===== src/rtl/fifo_stream_pkg.sv =====
// Shared types and constants for the FIFO read-side stream adapter.
package fifo_stream_pkg;

   localparam int DW         = 32;
   localparam int MISS_CNT_W = 16;

   typedef enum logic {
      RUN,
      BACKOFF
   } drain_state_t;

endpackage


===== src/rtl/fifo_stream_drain_skid.sv =====
// Two-entry, order-preserving valid/ready holding buffer.
// ent0 is always the head. A push and a pop in the same cycle leave the
// occupancy unchanged.
module stream_skid2 #(
   parameter int DW = fifo_stream_pkg::DW
) (
   input  logic          clk,
   input  logic          rstn,
   input  logic          push,
   input  logic [DW-1:0] push_data,
   input  logic          pop,
   output logic          valid,
   output logic [DW-1:0] head,
   output logic [1:0]    count
);
   import fifo_stream_pkg::*;

   logic [DW-1:0] ent0;
   logic [DW-1:0] ent1;

   assign valid = (count != 2'd0);
   assign head  = ent0;

   // Entry storage and occupancy; a pop shifts ent1 forward into the head slot
   always_ff @(posedge clk or negedge rstn) begin
      if (!rstn) begin
         ent0  <= '0;
         ent1  <= '0;
         count <= 2'd0;
      end else begin
         case ({push, pop})
            2'b10: begin
               if (count == 2'd0) ent0 <= push_data;
               else               ent1 <= push_data;
               count <= count + 2'd1;
            end
            2'b01: begin
               ent0  <= ent1;
               count <= count - 2'd1;
            end
            2'b11: begin
               // Popping requires count >= 1, so only the 1- and 2-entry cases exist here
               if (count == 2'd1) begin
                  ent0 <= push_data;
               end else begin
                  ent0 <= ent1;
                  ent1 <= push_data;
               end
            end
            default: ;
         endcase
      end
   end

endmodule


===== src/rtl/fifo_stream_drain.sv =====
// Read-side adapter for a sync FIFO with a registered read port: issues
// reads, resolves hits/misses a cycle later, backs off after a miss and
// frames the resulting stream into fixed-length packets.
module fifo_stream_drain #(
   parameter int DW      = fifo_stream_pkg::DW,
   parameter int PKT_LEN = 16,
   parameter int BACKOFF = 4
) (
   input  logic                                  clk,
   input  logic                                  rstn,
   output logic                                  fifo_re,
   input  logic [DW-1:0]                         fifo_dout,
   input  logic                                  fifo_empty,
   output logic                                  m_valid,
   input  logic                                  m_ready,
   output logic [DW-1:0]                         m_data,
   output logic                                  m_last,
   output logic [fifo_stream_pkg::MISS_CNT_W-1:0] miss_cnt
);
   import fifo_stream_pkg::*;

   localparam logic [15:0] LAST_BEAT = 16'(PKT_LEN - 1);
   localparam logic [15:0] BO_LOAD   = (BACKOFF > 0) ? 16'(BACKOFF - 1) : 16'd0;

   drain_state_t state;
   drain_state_t state_nxt;
   logic [15:0]  bo_cnt;
   logic [15:0]  bo_cnt_nxt;
   logic         inflight;
   logic         pop;
   logic         hit;
   logic         miss;
   logic [1:0]   count;
   logic [2:0]   occ;
   logic [15:0]  beat_cnt;

   assign pop  = m_valid & m_ready;
   assign hit  = inflight & ~fifo_empty;
   assign miss = inflight & fifo_empty;
   // Projected skid occupancy once everything already requested has landed
   assign occ  = {1'b0, count} + {2'b00, inflight} - {2'b00, pop};

   // FSM state and backoff countdown
   always_ff @(posedge clk or negedge rstn) begin
      if (!rstn) begin
         state  <= RUN;
         bo_cnt <= '0;
      end else begin
         state  <= state_nxt;
         bo_cnt <= bo_cnt_nxt;
      end
   end

   // Next state and read strobe; m_ready feeds fifo_re directly so a pop
   // frees a slot for a new read in the same cycle
   always_comb begin
      state_nxt  = state;
      bo_cnt_nxt = bo_cnt;
      fifo_re    = 1'b0;
      case (state)
         RUN: begin
            // Gated by rstn so the strobe is low while reset is held
            fifo_re = rstn && (occ < 3'd2);
            if (miss && (BACKOFF != 0)) begin
               state_nxt  = fifo_stream_pkg::BACKOFF;
               bo_cnt_nxt = BO_LOAD;
            end
         end
         fifo_stream_pkg::BACKOFF: begin
            if (bo_cnt == 16'd0) state_nxt = RUN;
            else                 bo_cnt_nxt = bo_cnt - 16'd1;
         end
         default: state_nxt = RUN;
      endcase
   end

   // Read-in-flight tracking and saturating miss counter
   always_ff @(posedge clk or negedge rstn) begin
      if (!rstn) begin
         inflight <= 1'b0;
         miss_cnt <= '0;
      end else begin
         inflight <= fifo_re;
         if (miss && (miss_cnt != '1)) miss_cnt <= miss_cnt + 1'b1;
      end
   end

   // Packet position; wraps after the beat flagged last
   always_ff @(posedge clk or negedge rstn) begin
      if (!rstn)       beat_cnt <= '0;
      else if (pop)    beat_cnt <= m_last ? 16'd0 : beat_cnt + 16'd1;
   end

   assign m_last = m_valid && (beat_cnt == LAST_BEAT);

   stream_skid2 #(.DW(DW)) u_skid (
      .clk       (clk),
      .rstn      (rstn),
      .push      (hit),
      .push_data (fifo_dout),
      .pop       (pop),
      .valid     (m_valid),
      .head      (m_data),
      .count     (count)
   );

endmodule


===== config.mk =====
export PLATFORM = sky130hd
export DESIGN_NAME = fifo_stream_drain
export DESIGN_NICKNAME = d
export VERILOG_FILES = /design/src/rtl/fifo_stream_pkg.sv /design/src/rtl/fifo_stream_drain_skid.sv /design/src/rtl/fifo_stream_drain.sv
export SDC_FILE = /design/constraint.sdc
export NUM_CORES = 1
export LEC_CHECK = 0
export ABC_AREA = 1
export CORE_ASPECT_RATIO = 1.4
export CORE_MARGIN = 2
export CORE_UTILIZATION = 40
export DETAILED_ROUTE_END_ITERATION = 7
export PLACE_DENSITY = 0.69
export SLEW_MARGIN = 30
export SYNTH_ARGS = -nofsm -noshare
export SYNTH_HDL_FRONTEND = slang
export SYNTH_HIERARCHICAL = 1
export SYNTH_SLANG_ARGS = --single-unit
export TNS_END_PERCENT = 20

===== constraint.sdc =====
create_clock -name clk -period 3.6 [get_ports clk]
set_clock_uncertainty 0.15 [all_clocks]
set_input_delay 0.72 -clock clk [delete_from_list [all_inputs] [get_ports clk]]
set_output_delay 0.72 -clock clk [all_outputs]
set_load 0.1 [all_outputs]

==> results of run 1 <==
==> cell type report <==
cell class / count / share of cell area
repair buffers: 100 / 0.117
multi-input cells: 578 / 0.348
clock buffers: 18 / 0.0554
clock inverters: 14 / 0.0229
flip-flops and latches: 116 / 0.375
inverters: 104 / 0.0518
well taps: 192 / 0.0310
==> worst max-delay path, stage by stage, from the launching register on <==
cell,delay [ns]
dfrtp_2,0.41
inv_2,0.08
ha_4,0.14
clkinvlp_4,0.10
nand2_4,0.09
clkinv_4,0.05
ha_4,0.20
or2_4,0.22
fa_2,0.54
nand3_2,0.09
nor2_4,0.14
buf_12,0.19
==> kinds of logic after synthesis <==
group | Yosys count | synth area share
simple gates | 489 | 0.329
xor+xnor | 26 | 0.0373
compound gates | 53 | 0.0460
buf+inv | 128 | 0.0903
flops | 116 | 0.476
fa+ha+maj | 10 | 0.0217
==> placed cells by master (no fill, tap or decap), types with 3 or more instances in the layout <==
| master | n |
|---|---|
| clkinv_4 | 5 |
| bufinv_16 | 3 |
| o21ai_1 | 33 |
| inv_2 | 6 |
| nand3_2 | 4 |
| nor3_1 | 9 |
| nand2_1 | 334 |
| inv_6 | 3 |
| dfrtp_1 | 115 |
| nand4_1 | 5 |
| xor2_1 | 15 |
| inv_1 | 95 |
| buf_4 | 46 |
| clkdlybuf4s50_1 | 51 |
| clkbuf_16 | 17 |
| nand2_4 | 3 |
| ha_1 | 7 |
| clkinv_2 | 3 |
| nor2_1 | 60 |
| nand3_1 | 66 |
| xnor2_1 | 11 |
| nand2_2 | 4 |
| o21ai_0 | 12 |
==> worst max-delay path by stage <==
| stage | slack, ns | to | cells past startpoint | startpoint |
|---|---|---|---|---|
| 6_report | 0.06 | fifo_re | 11 | u_skid/count[1]$_DFFE_PN0P_ |
| 5_1_grt | -0.05 | fifo_re | 11 | u_skid/count[1]$_DFFE_PN0P_ |
| 4_1_cts | 0.009 | fifo_re | 11 | u_skid/count[1]$_DFFE_PN0P_ |
| 3_5_place_dp | -0.05 | fifo_re | 9 | m_ready |
| 3_3_place_gp | -0.04 | fifo_re | 9 | m_ready |
| 2_1_floorplan | -0.29 | fifo_re | 10 | u_skid/count[1]$_DFFE_PN0P_ |
==> registers in the layout, indices dropped and copies added (netlist names) <==
register / flops
u_skid/count: 2
state: 1
miss_cnt: 16
inflight: 1
u_skid/head: 32
bo_cnt: 16
u_skid/ent1: 32
beat_cnt: 16
==> per-layer routing <==
layer	wire length (um)	GRT usage
met1	6110	0.231
met2	7170	0.317
met3	543	0.0381
met4	370	0.0776
met5	0	0
==> metrics by stage <==
stage / setup slack [ns] / TNS, ns
global placement: -0.0377 / -0.0377
finish: 0.0647 / 0
detailed placement: -0.0480 / -0.0480
floorplan: -0.291 / -0.291
CTS: 0.00872 / 0
global route: -0.0462 / -0.0462
==> timing repair <==
action,in CTS,in global routing
gates resized for setup,2,0
pin swaps,2,3
buffers inserted,4,1
setup endpoints to repair,1,1
gates cloned,0,0
hold endpoints to repair,0,0
==> power groups by stage <==
stage               sequential, mW  combinational [mW]  clock (mW)
finish                        1.71                2.57        1.74
global route                  1.74                2.74        1.83
CTS                           1.71                2.58        1.77
detailed placement            1.74                2.53           0
global placement              1.73                2.50           0
floorplan                     2.85               0.819           0
==> qor.csv, run 1 <==
stage,metric,value,unit
routing,ant_nets,0,
clock_network,clk_pin_slew,0.06,ns
clock_network,cts_sinks,116,
logic_synthesis,syn-instance-count,822,
global_routing,antenna_found_initial,0,
critical_path,reg2reg_slack,1.18,ns
logic_synthesis,ys_ff_latch,116,
routing,wl,14.2,mm
logic_synthesis,syn_area_per_cell,7.42,um^2
clock_network,insertion_delay,0.42,ns
critical_path,cp_data_required_time,2.73,ns
critical_path,reg2reg_depth,14,
cells_and_area,multi_input_area,0.00270,mm^2
timing,max_freq,283,MHz
cells_and_area,final_cells,1122,
logic_synthesis,synth_edf_count,0,
timing,maxSlewHeadroom,0.345,
clock_network,cts_hold_buf,0,
placement,place.gp.congestion,0.903,
clock_network,cts_tree,built,
pwr,p_int,3.27,mW
floorplanning,core_area,0.0150,mm^2
routing,via_per_inst,4.71,
logic_synthesis,netlist_area,0.00610,mm^2
cells_and_area,areaGrowthSynthToFinish,27.1,%
hold_path,hp-start,beat_cnt[14]$_DFFE_PN0P_,
global_routing,overflow,0,
floorplanning,io_pins,87,
timing,post-route-period-util,0.982,
routing,wl_per_cell,12.7,um
critical_path,startpoint_type,flip-flop,
pwr,seq_power_share,0.284,
timing,slew_violations,0,
floorplanning,die_area,0.0163,mm^2
routing,num_vias,5289,
logic_synthesis,synth.most_common_cell,nand2_1,
floorplanning,fp-row-count,53,
placement,dp_cells,1085,
clock_network,cts_root_buf,clkbuf_16,
logic_synthesis,synthArstFlopShare,1.00,
pwr,combPwrFrac,0.427,
cells_and_area,fillers,1445,
global_routing,grt_pass1_wl,24.0,mm
cells_and_area,n_antenna_cell,0,
pwr,p_sw,2.75,mW
timing,finalHoldViolations,0,
critical_path,endpoint_kind,output port,
cells_and_area,seqCellArea,0.00290,mm^2
logic_synthesis,syn_nets,868,
logic_synthesis,yosys.area.top_type_share,0.476,
logic_synthesis,synth_top_area_cell,dfrtp_1,
routing,first_iter_violations,327,
global_routing,grt_max_degree,66,
critical_path,path_max_fanout,2,
logic_synthesis,yosysSeqAreaShare,0.476,
global_routing,grt_pass1_vias,5022,
placement,post_dp_cell_area,0.00711,mm^2
hold_path,hold_path_depth,1,
outcome,status,"complete, no violations",
logic_synthesis,synth_ff_type,dfrtp_1,
global_routing,grt_usage,0.187,
timing,hold_ws,0.315,ns
placement,place_hpwl,9.63,mm
critical_path,reg2reg_from,u_skid/count[1]$_DFFE_PN0P_,
timing,rsz0062_at_grt,yes,
logic_synthesis,synth_commonest_cells,"335 x nand2_1, 116 x dfrtp_1, 98 x inv_1, 67 x nand3_1, 61 x nor2_1",
pwr,finalPower,6.03,mW
placement,portBuffers,86,
flow_run,maxCapViolations,0,
floorplanning,die_h,150,um
timing,setup_viol,0,
timing,fin_crit,3.54,ns
routing,drtPass1Iterations,4,
routing,post-route-drc-count,0,
critical_path,r2r_end,u_skid/head[22]$_DFFE_PN0P_,
floorplanning,die_w,108,um
pwr,ir_worst_vdd,0.367,mV
clock_network,clockBufferDepth,2,
cells_and_area,design_area,0.00775,mm^2
logic_synthesis,yosysUniqueCellTypes,30,
pwr,p_sw_frac,0.457,
logic_synthesis,ys_top_cells_by_area,"dfrtp_1 48%, nand2_1 21%, inv_1 6.0%",
cells_and_area,drive_gt1_frac,0.117,
pwr,leakagePower,4.09,nW
cells_and_area,nNetsFinal,963,
floorplanning,start_util,0.407,
hold_path,worstHoldEndpoint,beat_cnt[14]$_DFFE_PN0P_,
cells_and_area,fin_util,0.517,
clock_network,numCtsBuffers,17,
critical_path,cp.arrival,2.67,ns
pwr,power.density,777,mW/mm^2
logic_synthesis,ys_warn_count,6,
clock_network,htreeDepth,4,
critical_path,crit_type,reg -> out,
timing,tightest_slew,0.980,ns
pwr,power_frac_clock,0.289,
hold_path,min_path_type,reg -> reg,
No activity file was read; power rests on OpenSTA's default activity.
==> run 2, diff against run 1 <==
SLEW_MARGIN = default   (was 30)
==> results of run 2 <==
Same layout as run 1: the final DEF is identical, and so are final timing and power.
==> run 3, diff against run 2 <==
CORE_MARGIN = default   (was 2)
CTS_CLUSTER_DIAMETER = 150   (was default)
==> qor.csv, run 3 (synthesized netlist as in run 1, its figures left out) <==
stage,metric,value,unit,change
floorplanning,die_h,148,um,was 150 um
cells_and_area,fillers,1441,,was 1445
routing,drtPass1Iterations,5,,was 4
global_routing,grt_usage,0.192,,was 0.187
timing,maxSlewHeadroom,0.340,,was 0.345
clock_network,cts_root_buf,clkbuf_16,,unchanged
placement,place_hpwl,9.57,mm,was 9.63 mm
placement,place.gp.congestion,0.880,,was 0.903
global_routing,antenna_found_initial,0,,unchanged
timing,max_freq,286,MHz,was 283 MHz
floorplanning,die_w,106,um,was 108 um
clock_network,clockBufferDepth,2,,unchanged
floorplanning,fp-row-count,53,,unchanged
timing,post-route-period-util,0.971,,was 0.982
flow_run,maxCapViolations,0,,unchanged
hold_path,min_path_type,in -> async,,was reg -> reg
pwr,power.density,778,mW/mm^2,was 777 mW/mm^2
timing,hold_ws,0.0469,ns,was 0.315 ns
clock_network,htreeDepth,4,,unchanged
timing,setup_viol,0,,unchanged
routing,wl,14.1,mm,was 14.2 mm
critical_path,endpoint_kind,output port,,unchanged
clock_network,cts_tree,built,,unchanged
critical_path,crit_type,reg -> out,,unchanged
cells_and_area,nNetsFinal,963,,unchanged
outcome,status,"complete, no violations",,unchanged
routing,via_per_inst,4.76,,was 4.71
floorplanning,io_pins,87,,unchanged
pwr,ir_worst_vdd,0.411,mV,was 0.367 mV
clock_network,cts_sinks,116,,unchanged
timing,tightest_slew,0.988,ns,was 0.980 ns
cells_and_area,drive_gt1_frac,0.113,,was 0.117
timing,finalHoldViolations,0,,unchanged
timing,fin_setup_tns,0,ns,unchanged
global_routing,grt_pass1_wl,24.1,mm,was 24.0 mm
critical_path,cp.arrival,2.63,ns,was 2.67 ns
cells_and_area,n_antenna_cell,0,,unchanged
critical_path,path_max_fanout,2,,unchanged
clock_network,cts_hold_buf,0,,unchanged
floorplanning,start_util,0.407,,unchanged
routing,wl_per_cell,12.6,um,was 12.7 um
clock_network,insertion_delay,0.42,ns,about the same
routing,num_vias,5337,,was 5289
floorplanning,core_area,0.0150,mm^2,unchanged
clock_network,numCtsBuffers,17,,unchanged
critical_path,startpoint_type,flip-flop,,unchanged
global_routing,grt_pass1_vias,5206,,was 5022
routing,ant_nets,0,,unchanged
clock_network,clk_pin_slew,0.06,ns,about the same
cells_and_area,layout_commonest_cell,nand2_1,,unchanged
floorplanning,die_area,0.0158,mm^2,was 0.0163 mm^2
cells_and_area,areaGrowthSynthToFinish,27.5,%,was 27.1%
routing,first_iter_violations,352,,was 327
timing,slew_violations,0,,unchanged
critical_path,cp_data_required_time,2.73,ns,about the same
timing,fin_crit,3.50,ns,was 3.54 ns
global_routing,overflow,0,,unchanged
cells_and_area,final_cell_mix,"334 x nand2_1, 115 x dfrtp_1, 95 x inv_1",,unchanged
pwr,leakagePower,4.08,nW,was 4.09 nW
routing,post-route-drc-count,0,,unchanged
placement,portBuffers,86,,unchanged
global_routing,grt_max_degree,75,,was 66
[run 3: cell count changes in the layout (fill, tap and decap cells not counted), sizes merged]
cell | previous run | this run
buf | 48 | 44
clkdlybuf4s50 | 51 | 55
clkinv | 8 | 5
clkinvlp | 1 | 3
clkbuf | 18 | 19
[run 3: worst paths after layout]
path | start | to | slack [ns] | depth (start not counted)
worst max-delay path | u_skid/count[1]$_DFFE_PN0P_ | fifo_re | 0.10 | 11
worst min-delay path | rstn | u_skid/head[3]$_DFFE_PN0P_ | 0.05 | 1
worst max register to register | u_skid/count[1]$_DFFE_PN0P_ | u_skid/head[22]$_DFFE_PN0P_ | 1.05 | 14
worst min register to register | beat_cnt[14]$_DFFE_PN0P_ | beat_cnt[14]$_DFFE_PN0P_ | 0.32 | 1
max in group asynchronous | rstn | u_skid/head[22]$_DFFE_PN0P_ | 2.02 | 2
min in group clk | beat_cnt[14]$_DFFE_PN0P_ | beat_cnt[14]$_DFFE_PN0P_ | 0.32 | 1
[run 3: power by group]
part	switching, mW	internal (mW)
logic	1.95	0.627
clock network	0.637	1.12
registers	0.167	1.55
total	2.75	3.30
[run 3: stage by stage]
stage | utilization | setup slack (ns) | power (mW) | instances | instance area, um^2
final | 0.519 | 0.103 | 6.05 | 1122 | 7770
after detailed placement | 0.475 | -0.0479 | 4.27 | 1085 | 7120
after floorplan | - | -0.291 | 3.67 | 822 | 6160
after global routing | 0.519 | -0.00796 | 6.34 | 1122 | 7770
after CTS | 0.517 | 0.00389 | 6.07 | 1119 | 7750
after global placement | 0.475 | -0.0431 | 4.24 | 1085 | 7120
[run 3: routing by layer]
layer,track usage,vias up,share of wire
li1,-,2725,-
met1,0.224,2468,0.43
met2,0.340,126,0.52
met3,0.0377,18,0.037
met4,0.0833,0,0.017
met5,0,-,0
[run 3: area by class of cell]
type	instances	area, um^2	area share
multi-input cells	578	2700	0.347
clock inverters	13	174	0.0224
inverters	104	402	0.0517
flip-flops and latches	116	2900	0.374
repair buffers	100	915	0.118
well taps	192	240	0.0309
clock buffers	19	443	0.0570
[run 3: repair_timing]
action                     in CTS  in global routing
setup buffers                   2                  3
pin swaps                       1                  3
setup endpoints to repair       1                  1
resized for setup               2                  0
[run 3: worst max-delay path, cell delays in order, from the launching register on]
cell and delay (ns):
dfrtp_2 0.41, inv_2 0.08, ha_4 0.14, clkinvlp_4 0.10
nand2_4 0.08, clkinv_4 0.05, ha_4 0.20, or2_4 0.22
fa_2 0.53, nand3_2 0.09, nor2_4 0.14, buf_12 0.18
==> patch: new RTL, settings of run 1 <==
`MISS_CNT_W`: 16 -> 12.
--- a/src/rtl/fifo_stream_pkg.sv
+++ b/src/rtl/fifo_stream_pkg.sv
@@ -4,3 +4,3 @@
    localparam int DW         = 32;
-   localparam int MISS_CNT_W = 16;
+   localparam int MISS_CNT_W = 12;
 
Interface: changed (resized miss_cnt); port bits go from 87 to 83. The function was not compared with the original's and may differ.
==> patch against run 1 <==
Area after synthesis fell by 4.4%; cell area fell by 7.9%; sequential share of layout area rose by 1.8 points; total power decreased by 16%; sequential cell count shrank 4; fmax up 0.39%; synthesized cell count fell by 5.8%; routed wire length down 9.1%; worst setup slack improved by 0.014 ns; largest power group unchanged.
==> patch: results (changes against run 1) <==
{| class="wikitable"
! Metric !! Value
|-
| Result of the run || complete, no violations (unchanged)
|-
| R2R depth || 13 (was 14)
|-
| Arrival time of data at the critical path endpoint || 2.65 ns (was 2.67 ns)
|-
| Average footprint of a synthesized cell || 7.53 µm² (was 7.42 µm²)
|-
| Max Cap Violations || 0 (unchanged)
|-
| DRT Pass-1 Iters || 4 (unchanged)
|-
| Global router's overall resource usage || 0.176 (was 0.187)
|-
| Buffer type at the clock tree root || clkbuf_16 (unchanged)
|-
| Static Leakage || 3.68 nW (was 4.09 nW)
|-
| Instance count after placement with tap cells included || 1,029 (was 1,085)
|-
| Max-slew headroom || 0.349 (was 0.345)
|-
| Largest vdd supply drop || 401 µV (was 367 µV)
|-
| Avg Vias per Cell || 4.69 (was 4.71)
|-
| Number of DRC violations after detailed-routing iteration 0 || 250 (was 327)
|-
| HPWL after detailed placement || 8690 µm (was 9630 µm)
|-
| P_sw || 2.49 mW (was 2.75 mW)
|-
| Top Family by Delay on Critical Path || adder cells (unchanged)
|-
| Number of nets with antenna violations after routing || 0 (unchanged)
|-
| Slowest CP cell || fa_2 (unchanged)
|-
| Sequential element share of the synthesized area || 0.481 (was 0.476)
|-
| Routability Congestion || 0.863 (was 0.903)
|-
| CTS HTree Levels || 3 (was 4)
|-
| Top cells by area, synth || dfrtp_1 (48%), nand2_1 (20%), inv_1 (5.8%) (was dfrtp_1 (48%), nand2_1 (21%), inv_1 (6.0%))
|-
| Clock buffer count from CTS || 9 (was 17)
|-
| Critical Path Max Stage Delay || 0.53 ns
|-
| Final Net Count || 903 (was 963)
|-
| Syn nets || 820 (was 868)
|-
| Share of post-route cells with drive strength above 1 || 0.108 (was 0.117)
|-
| Vias in the first global route || 4,711 (was 5,022)
|-
| Clock Latency Late Sink || 0.36 ns (was 0.42 ns)
|-
| Average wire per cell in the routed design || 12.3 µm (was 12.7 µm)
|-
| Final cell count without fillers || 1,050 (was 1,122)
|-
| Clock transition at path regs || 0.08 ns (was 0.06 ns)
|-
| Post-synthesis async set-or-reset flop share || 1.00 (unchanged)
|-
| Number of port buffers || 82 (was 86)
|-
| ANT cells || 0 (unchanged)
|-
| Maximum buffer depth of the clock tree || 2 (unchanged)
|-
| Worst hold path class || primary input to asynchronous set/reset pin (was flop to flop)
|-
| Synth cell count leaders || nand2_1 (310), dfrtp_1 (112), inv_1 (90), nand3_1 (66) (was nand2_1 (335), dfrtp_1 (116), inv_1 (98), nand3_1 (67), nor2_1 (61))
|-
| Largest net degree at the start of global routing || 113 (was 66)
|-
| First-pass GRT wire length || 22,100 µm (was 24,000 µm)
|-
| Max FO, Critical Path || 3 (was 2)
|}
[patch: final cells by class]
class                   instances  area (µm²)
multi-input cells             542        2560
inverters                      95         367
flip-flops and latches        112        2810
clock inverters                 6        43.8
clock buffers                   9         225
well taps                     189         236
fillers                      1377        7240
repair buffers                 97         907
[patch: cells by family after synthesis]
| group | share of synthesized area |
|---|---|
| adder cells (fa/ha/maj) | 0.0227 |
| AND/OR/NAND/NOR | 0.322 |
| XOR/XNOR | 0.0315 |
| buffers and inverters | 0.0893 |
| flip-flops | 0.481 |
| AO/OA/AOI/OAI | 0.0541 |
[patch: power groups by stage]
stage / Sequential, mW / Clock [mW] / Combinational, mW
2_1_floorplan: 2.77 / 0 / 0.726
3_3_place_gp: 1.66 / 0 / 2.42
3_5_place_dp: 1.66 / 0 / 2.44
4_1_cts: 1.63 / 0.960 / 2.46
5_1_grt: 1.66 / 1.01 / 2.64
6_report: 1.63 / 0.934 / 2.49
[patch: path summary, 6_finish.rpt]
check | startpoint | end | slack (ns)
worst max-delay path | u_skid/count[0] | fifo_re | 0.08
worst min register to register | u_skid/head[30] | u_skid/head[30] | 0.33
worst min-delay path | rstn | miss_cnt[2] | 0.33
min in group clk | u_skid/head[30] | u_skid/head[30] | 0.33
max in group asynchronous | rstn | u_skid/count[0] | 2.46
worst max register to register | u_skid/count[0] | u_skid/head[25] | 0.79
[patch: through the flow]
stage	power, mW	hold WS [ns]	setup WS, ns	utilization	area (µm²)
finish	5.05	0.327	0.0783	0.497	7140
global route	5.31	0.343	-0.0324	0.497	7140
CTS	5.05	0.335	0.0221	0.494	7100
detailed placement	4.10	0.316	-0.0671	0.475	6830
global placement	4.08	0.312	-0.0627	0.475	6830
floorplan	3.50	0.274	-0.402	-	5890
[patch: metal layers]
metal | up-vias | track usage | share of wire
li1 | 2558 | - | -
met1 | 2274 | 0.217 | 0.45
met2 | 81 | 0.307 | 0.49
met3 | 11 | 0.0342 | 0.042
met4 | 0 | 0.0586 | 0.017
met5 | - | 0 | 0
[patch: repair_timing]
item	CTS	global route
setup buffers	1	5
endpoints found under the setup margin	1	1
gates cloned	0	0
gates resized for setup	2	1
pin swaps	0	5
endpoints found under the hold margin	0	0
[patch: worst register-to-register path, stage by stage, from the launching register on]
cell	delay, ns
dfrtp_2	0.42
inv_2	0.08
ha_4	0.14
clkinvlp_4	0.10
nand2_4	0.09
clkinvlp_4	0.11
buf_4	0.18
ha_1	0.24
o21ai_2	0.77
buf_12	0.24
nand2_1	0.07
nand2_1	0.06
nand2_1	0.05
nand2_1	0.06
